==> config.mk <==
export PLATFORM = sky130hd
export DESIGN_NAME = sh_reg_frame_flat
export DESIGN_NICKNAME = d
export VERILOG_FILES = /design/src/rtl/sh_pkg.sv /design/src/rtl/sh_reg_frame_if.sv /design/src/rtl/sh_bitcnt.sv /design/src/rtl/sh_reg_frame.sv /design/src/flat_wrapper.sv
export SDC_FILE = /design/constraint.sdc
export NUM_CORES = 1
export LEC_CHECK = 0
export ABC_AREA = 1
export CAP_MARGIN = 10
export CORE_UTILIZATION = 40
export DETAILED_ROUTE_END_ITERATION = 8
export HOLD_SLACK_MARGIN = 0.06
export PLACE_DENSITY = 0.77
export SYNTH_ARGS = -nofsm -noshare
export SYNTH_HDL_FRONTEND = slang
export SYNTH_SLANG_ARGS = --single-unit
==> constraint.sdc <==
create_clock -name clk -period 1.05 [get_ports clk]
set_input_delay 0.21 -clock clk [delete_from_list [all_inputs] [get_ports clk]]
set_output_delay 0.21 -clock clk [all_outputs]
set_load 0.01 [all_outputs]
==> src/rtl/sh_pkg.sv <==
// Shared types and the word-shift helper for the serial shift-register blocks.
// The helper works on a fixed maximum width, so callers must have W <= SH_MAX_W.
package sh_pkg;

  typedef enum logic {IDLE, SHIFT} sh_state_t;

  localparam int SH_MAX_W = 64;
  localparam int SH_IDX_W = $clog2(SH_MAX_W);
  localparam logic [SH_MAX_W:0] SH_ONE = 1;

  // Shift the low w bits of q one place, inserting fill at the vacated end.
  // dir = 1 shifts toward the MSB (fill enters at bit 0).
  // Bits at w and above come back as zero.
  function automatic logic [SH_MAX_W-1:0] next_shift(
    input logic [SH_MAX_W-1:0] q,
    input int                  w,
    input logic                dir,
    input logic                fill
  );
    logic [SH_MAX_W-1:0] r;
    logic [SH_MAX_W:0]   m;
    m = (SH_ONE << w) - SH_ONE;
    if (dir) begin
      r = {q[SH_MAX_W-2:0], fill};
    end else begin
      r = q >> 1;
      r[SH_IDX_W'(w - 1)] = fill;
    end
    return r & m[SH_MAX_W-1:0];
  endfunction

endpackage

==> src/rtl/sh_reg_frame_if.sv <==
// Word-load handshake and serial-side signals of the frame shift register.
interface sh_reg_frame_if #(parameter int W = 8);
  logic         ld_valid;
  logic         ld_ready;
  logic [W-1:0] d;
  logic         msb_first;
  logic         rot;
  logic         shen;
  logic         s_in;
  logic         abort;
  logic         s_out;
  logic [W-1:0] q;
  logic         busy;
  logic         done;

  modport master (
    output ld_valid, d, msb_first, rot, shen, s_in, abort,
    input  ld_ready, s_out, q, busy, done
  );

  modport slave (
    input  ld_valid, d, msb_first, rot, shen, s_in, abort,
    output ld_ready, s_out, q, busy, done
  );
endinterface

==> src/rtl/sh_bitcnt.sv <==
// Loadable down-counter: loads N, counts down on dec, tc flags the last count.
module sh_bitcnt #(
  parameter int N = 8,
  localparam int CW = $clog2(N + 1)
) (
  input  logic clk,
  input  logic rst,
  input  logic load,
  input  logic clear,
  input  logic dec,
  output logic tc
);
  logic [CW-1:0] cnt;

  always_ff @(posedge clk) begin
    if (rst || clear) cnt <= '0;
    else if (load)    cnt <= CW'(N);
    else if (dec)     cnt <= cnt - CW'(1);
  end

  assign tc = (cnt == CW'(1));
endmodule

==> src/rtl/sh_reg_frame.sv <==
// W-bit frame shift register: handshake load, W shift ticks per frame, done pulse.
module sh_reg_frame
  import sh_pkg::*;
#(
  parameter int W = 8
) (
  input logic          clk,
  input logic          rst,
  sh_reg_frame_if.slave bus
);
  sh_state_t    state, state_nxt;
  logic [W-1:0] q;
  logic         dir_r, rot_r, done_r;
  logic         load, shift, clear, last, fill, s_out;

  sh_bitcnt #(.N(W)) u_bitcnt (
    .clk  (clk),
    .rst  (rst),
    .load (load),
    .clear(clear),
    .dec  (shift),
    .tc   (last)
  );

  always_comb begin
    state_nxt = state;
    load      = 1'b0;
    shift     = 1'b0;
    clear     = 1'b0;
    case (state)
      IDLE: begin
        if (bus.ld_valid) begin
          load      = 1'b1;
          state_nxt = SHIFT;
        end
      end
      SHIFT: begin
        // abort beats a pending final shift, so no done pulse can follow it
        if (bus.abort) begin
          clear     = 1'b1;
          state_nxt = IDLE;
        end else if (bus.shen) begin
          shift = 1'b1;
          if (last) state_nxt = IDLE;
        end
      end
      default: state_nxt = IDLE;
    endcase
  end

  always_ff @(posedge clk) begin
    if (rst) state <= IDLE;
    else     state <= state_nxt;
  end

  assign s_out = dir_r ? q[W-1] : q[0];
  assign fill  = rot_r ? s_out : bus.s_in;

  always_ff @(posedge clk) begin
    if (rst) begin
      q      <= '0;
      dir_r  <= 1'b1;
      rot_r  <= 1'b0;
      done_r <= 1'b0;
    end else begin
      done_r <= shift & last;
      if (load) begin
        q     <= bus.d;
        dir_r <= bus.msb_first;
        rot_r <= bus.rot;
      end else if (shift) begin
        q <= W'(next_shift(SH_MAX_W'(q), W, dir_r, fill));
      end
    end
  end

  assign bus.ld_ready = (state == IDLE);
  assign bus.busy     = (state == SHIFT);
  assign bus.done     = done_r;
  assign bus.q        = q;
  assign bus.s_out    = s_out;
endmodule

==> src/flat_wrapper.sv <==
// flat-port wrapper written by rule: the top's interface ports become plain ports
module sh_reg_frame_flat import sh_pkg::*;
#(
  parameter int W = 8
)
  (clk, rst, bus_ld_valid, bus_d, bus_msb_first, bus_rot, bus_shen, bus_s_in, bus_abort, bus_ld_ready, bus_s_out, bus_q, bus_busy, bus_done);
  sh_reg_frame_if #(.W(W)) bus_i ();
  input logic clk;
  input logic rst;
  input wire logic [$bits(bus_i.ld_valid)-1:0] bus_ld_valid;
  input wire logic [$bits(bus_i.d)-1:0] bus_d;
  input wire logic [$bits(bus_i.msb_first)-1:0] bus_msb_first;
  input wire logic [$bits(bus_i.rot)-1:0] bus_rot;
  input wire logic [$bits(bus_i.shen)-1:0] bus_shen;
  input wire logic [$bits(bus_i.s_in)-1:0] bus_s_in;
  input wire logic [$bits(bus_i.abort)-1:0] bus_abort;
  output wire logic [$bits(bus_i.ld_ready)-1:0] bus_ld_ready;
  output wire logic [$bits(bus_i.s_out)-1:0] bus_s_out;
  output wire logic [$bits(bus_i.q)-1:0] bus_q;
  output wire logic [$bits(bus_i.busy)-1:0] bus_busy;
  output wire logic [$bits(bus_i.done)-1:0] bus_done;
  assign bus_i.ld_valid = bus_ld_valid;
  assign bus_i.d = bus_d;
  assign bus_i.msb_first = bus_msb_first;
  assign bus_i.rot = bus_rot;
  assign bus_i.shen = bus_shen;
  assign bus_i.s_in = bus_s_in;
  assign bus_i.abort = bus_abort;
  assign bus_ld_ready = bus_i.ld_ready;
  assign bus_s_out = bus_i.s_out;
  assign bus_q = bus_i.q;
  assign bus_busy = bus_i.busy;
  assign bus_done = bus_i.done;
  sh_reg_frame #(.W(W)) u_core (.clk(clk), .rst(rst), .bus(bus_i));
endmodule
==> Word level (Yosys, flattened, before mapping) <==
Index checks and enable logic that the tools add are counted.
{ "word_totals": {"out_inout_bits": 12, "word_cells": 32, "reg_bits": 16, "input_bits": 16} }
{ "op_classes": {"muxes": 18, "n_reduce_logical": 3, "add_sub_neg": 1, "bitwise": 2, "eq_ne": 1} }
{ "ops": {"columns": ["op", "n"], "rows": [
  ["two-way mux 8 bit", 3],
  ["two-way mux 1 bit", 12],
  ["two-way mux 4 bit", 2],
  ["== test 4 x 1 -> 1 bit (second input constant)", 1],
  ["subtractor 4 x 1 -> 4 bit (second input constant)", 1],
  ["case mux 1 bit (2 select lines)", 1],
  ["nonzero test 2 bit", 1],
  ["OR reduction 2 bit", 1],
  ["AND 1 bit", 1],
  ["logical OR 1 bit", 1],
  ["NOT 1 bit", 1]
]} }

==> Depth between registers and ports, before layout <==
{ "logic_depth": {"ltp_word": 5, "ltp_mapped": 9} }

==> Modules after synthesis <==
Synthesis repeated with hierarchy kept, for this count alone.
{ "unflattened": {"cells_unflattened": 136, "hier_area_um2": 910.9} }
{ "by_module_without_submodules": {"columns": ["mod", "cells_per_inst", "area_per_inst_um2", "instances", "seq_area_each_um2"], "rows": [
  ["sh_reg_frame", 103, 673.1, 1, 240.2],
  ["sh_bitcnt", 33, 237.7, 1, 80.1]
]} }

==> Least setup slack after synthesis <==
No wires, ideal clock.
{ "synth_timing": {"path_kind": "flip-flop to flip-flop", "startpoint": "register u_core.state (netlist: u_core.bus.busy)", "endpoint": "register u_core.q[3] (netlist: u_core.bus.q[3])", "setup_time_ns": 0.117, "path_buffers": 1, "path_stages_with_launch": 7, "arrival_ns": 1.058, "path_slack_ns": -0.125, "required_ns": 0.933, "synth_period_minus_slack_ns": 1.175, "path_cell_list": "dfxtp_1 inv_2 nand2_4 nand2_2 buf_4 o21ai_0 nor2_1"} }
{ "synth_via": {"elab_chain_len": 2} }
{ "synth_lines": {"columns": ["element", "line_no", "rtl"], "rows": [
  ["start: declaration", "sh_reg_frame.sv:11", "sh_state_t state, state_nxt;"],
  ["start signal: assignment", "sh_reg_frame.sv:53", "else state <= state_nxt;"],
  ["two-way mux 1 bit", "sh_reg_frame.sv:30", "case (state)"],
  ["two-way mux 8 bit / nonzero test 2 bit (equally long branches)", null, null],
  ["end signal: assignment", "sh_reg_frame.sv:68", "q <= bus.d;"],
  ["end signal: assignment", "sh_reg_frame.sv:72", "q <= W'(next_shift(SH_MAX_W'(q), W, dir_r, fill));"],
  ["end: declaration", "sh_reg_frame.sv:12", "logic [W-1:0] q;"]
]} }
Several ways; a longest one is shown, not always the timed one.
A chain may end at the register's enable or synchronous reset.

==> Worst setup path after layout <==
{ "layout_timing": {"startpoint": "register u_core.dir_r", "endpoint": "output port bus_s_out"} }
{ "layout_via": {"elab_chain_len": 1} }
{ "layout_lines": {"columns": ["element", "line_no", "rtl"], "rows": [
  ["start: declaration", "sh_reg_frame.sv:13", "logic dir_r, rot_r, done_r;"],
  ["start signal: assignment", "sh_reg_frame.sv:69", "dir_r <= bus.msb_first;"],
  ["two-way mux 1 bit", "sh_reg_frame.sv:56", "assign s_out = dir_r ? q[W-1] : q[0];"],
  ["end: declaration", "flat_wrapper.sv:18", "output wire logic [$bits(bus_i.s_out)-1:0] bus_s_out;"]
]} }
No other way between the ends.

==> flow_summary.json <==
{
  "drt-pass1-iter-count": 4,
  "dieArea_mm2": 0.00241,
  "p_comb_frac": 0.391,
  "seq_area_frac_synth": 0.361,
  "clock_skew_ns": 0.0131,
  "min_from": "bus_abort",
  "violations": "negative setup slack",
  "fin_nets": 212,
  "setup_violations": 15,
  "drive_gt1_frac": 0.487,
  "hold_class": "primary input to register",
  "timing.final.ws_setup_ns": -0.196,
  "grt_pass1_vias": 1060,
  "clk_latency_ns": 0.31,
  "grt_pass1_wl_mm": 4.46,
  "syn-num-nets": 152,
  "grt_start_max_net_pins": 10,
  "p_int_mw": 1.14,
  "netlist.area_leader.share": 0.361,
  "drcViolationCount": 0,
  "cp.required_ns": 0.84,
  "post-dp-hpwl_mm": 1.78,
  "clkTransAtPathRegs_ns": 0.11,
  "worstPathArrival_ns": 1.04,
  "yosysWarnings": 0,
  "cts_buffers": 3,
  "dr_total_vias": 1198,
  "ys_types": 21,
  "crit_start": "u_core.dir_r$_SDFFE_PP1P_",
  "slew_headroom": 0.853,
  "coreArea_mm2": 0.00202,
  "antenna_found_initial": 0,
  "clock_path_buffers": 2,
  "row_count": 16,
  "finalWirelength_mm": 3.63,
  "period_minus_slack_ns": 1.25,
  "pwr-share-clk": 0.211,
  "clock-root-buffer": "clkbuf_4",
  "start_util": 0.439,
  "outcome": "finished with violations",
  "p_sw_uw": 604,
  "fp.dieW_um": 49.1,
  "final_hold_viol_count": 0,
  "rsz0062_at_grt": "yes",
  "pre_cts_slack_ns": -0.410,
  "grt_usage": 0.237,
  "worst_r2r_startpoint": "u_core.bus.busy$_SDFF_PP0_",
  "final_common_cell": "nand2_1",
  "synth_area_leaders": "dfxtp_1 36%, nand2_1 13%, inv_1 9.3%, nor2_1 6.3%, nand3_1 5.6%",
  "ir_worst_vdd_v": 0.00107,
  "crit_type": "register to primary output",
  "startpoint_type": "register",
  "switching_share": 0.347,
  "power_density_mw_per_mm2": 1090,
  "routedWlPerCell_um": 16.5,
  "port_buffers": 27,
  "end_kind": "primary output",
  "final_max_slew_viol_count": 0,
  "avgSynthCellArea_um2": 6.63,
  "worstMarginPinSlew_ns": 0.220,
  "htree_levels": 1,
  "max_freq_mhz": 803,
  "reg2reg_depth": 9,
  "maxCapViolCount": 0,
  "r2r_end": "u_core.bus.q[5]$_SDFFE_PP0P_",
  "drtIter0Drc": 66,
  "finalCritPeriodShare": 1.19,
  "cts_tree": "yes",
  "syn_inst": 134,
  "r2r_slack_ns": -0.18,
  "power_frac_seq": 0.398,
  "cp_max_fo": 3,
  "postRouteAntennaNets": 0,
  "gp_congestion": 0.884,
  "antennaDiodeCount": 0,
  "final_cell_mix": "25 x nand2_1, 21 x buf_4, 16 x inv_1",
  "area_growth_pct": 80.1,
  "io_pins": 28,
  "viasPerCell": 5.45,
  "synth_area_um2": 888,
  "grt-ovfl-total": 0,
  "yosys.area.top_type": "dfxtp_1",
  "p_leak_nw": 0.733,
  "die_h_um": 49.1,
  "clock-sinks": 16,
  "critPathCapture": "bus_s_out",
  "post-route-util": 0.791,
  "synth_seq_cells": 16
}
-- registers in the layout (all words and copies together), names as in the netlist --
| register | count |
|---|---|
| u_core.bus.q | 8 |
| u_core.u_bitcnt.cnt | 4 |
| u_core.bus.busy | 1 |
| u_core.bus.done | 1 |
| u_core.dir_r | 1 |
| u_core.rot_r | 1 |
-- worst min path at each step --
stage	slack [ns]	cells after the start	end
final	0.41	4	u_core.u_bitcnt.cnt[0]$_SDFFE_PP0P_
after global routing	0.43	4	u_core.u_bitcnt.cnt[0]$_SDFFE_PP0P_
after CTS	0.41	4	u_core.bus.busy$_SDFF_PP0_
after detailed placement	0.48	2	u_core.rot_r$_SDFFE_PP0P_
after global placement	0.46	2	u_core.rot_r$_SDFFE_PP0P_
after floorplan	0.27	1	u_core.bus.busy$_SDFF_PP0_
-- routing by layer --
metal,vias to the layer above,track usage,share of wire
met5,-,0,0
met1,567,0.280,0.42
met2,70,0.409,0.49
met3,14,0.0530,0.071
li1,547,-,-
met4,0,0.0980,0.021
-- power groups by stage --
stage / Sequential, mW / Clock [mW] / Combinational [mW]
after global placement: 0.692 / 0 / 0.497
after global routing: 0.699 / 0.390 / 0.718
final: 0.694 / 0.367 / 0.680
after detailed placement: 0.695 / 0 / 0.506
after floorplan: 0.715 / 0 / 0.210
after CTS: 0.688 / 0.337 / 0.559
-- kinds of logic (layout without fill, tap and decap cells) --
| logic type | Yosys count | after routing | synth area share |
|---|---|---|---|
| compound gates | 26 | 26 | 0.163 |
| fa+ha+maj | 2 | 2 | 0.0282 |
| simple gates | 64 | 64 | 0.321 |
| buf+inv | 26 | 85 | 0.127 |
| flops | 16 | 16 | 0.361 |
-- cell usage after synthesis --
| cell type | number |
|---|---|
| ha_1 | 2 |
| o211ai_1 | 2 |
| o21ai_2 | 1 |
| nand4_1 | 1 |
| buf_4 | 1 |
| buf_8 | 1 |
| o21ai_0 | 10 |
| and2_1 | 1 |
| o22ai_1 | 3 |
| o21a_1 | 1 |
| nand3_2 | 1 |
| nor2_1 | 15 |
| a21oi_1 | 9 |
| dfxtp_1 | 16 |
| nand2_1 | 31 |
| nor3_1 | 1 |
| nand2_2 | 2 |
| inv_1 | 22 |
| nand2_4 | 2 |
| inv_2 | 2 |
| nand3_1 | 10 |
-- critical path, cell delays in order (launching register included) --
cell	delay [ns]
dfxtp_4	0.38
inv_2	0.06
nand2_2	0.05
and2_4	0.13
buf_6	0.11
-- timing repair --
item	4_1_cts	5_1_grt
hold buffers	0	0
endpoints found under the setup margin	25	24
pin swaps	11	13
resized for setup	83	43
setup buffers	4	5
-- layout make-up --
class	count	area, um2
multi-input combinational	92	604
tap	27	33.8
inverter	24	100
fill	132	422
clock buffer	4	26.3
sequential	16	339
timing repair buffer	57	497
-- metrics by stage --
stage / setup TNS, ns / hold WS [ns] / power (mW) / instance area [um2] / instances
6_report: -1.40 / 0.414 / 1.74 / 1600 / 220
5_1_grt: -2.18 / 0.427 / 1.81 / 1600 / 220
4_1_cts: -0.452 / 0.411 / 1.58 / 1480 / 216
3_5_place_dp: -5.90 / 0.478 / 1.20 / 1350 / 209
3_3_place_gp: -5.38 / 0.463 / 1.19 / 1350 / 209
2_1_floorplan: 0 / 0.269 / 0.925 / 895 / 134
Note: power is estimated with default switching activity, not from simulation.
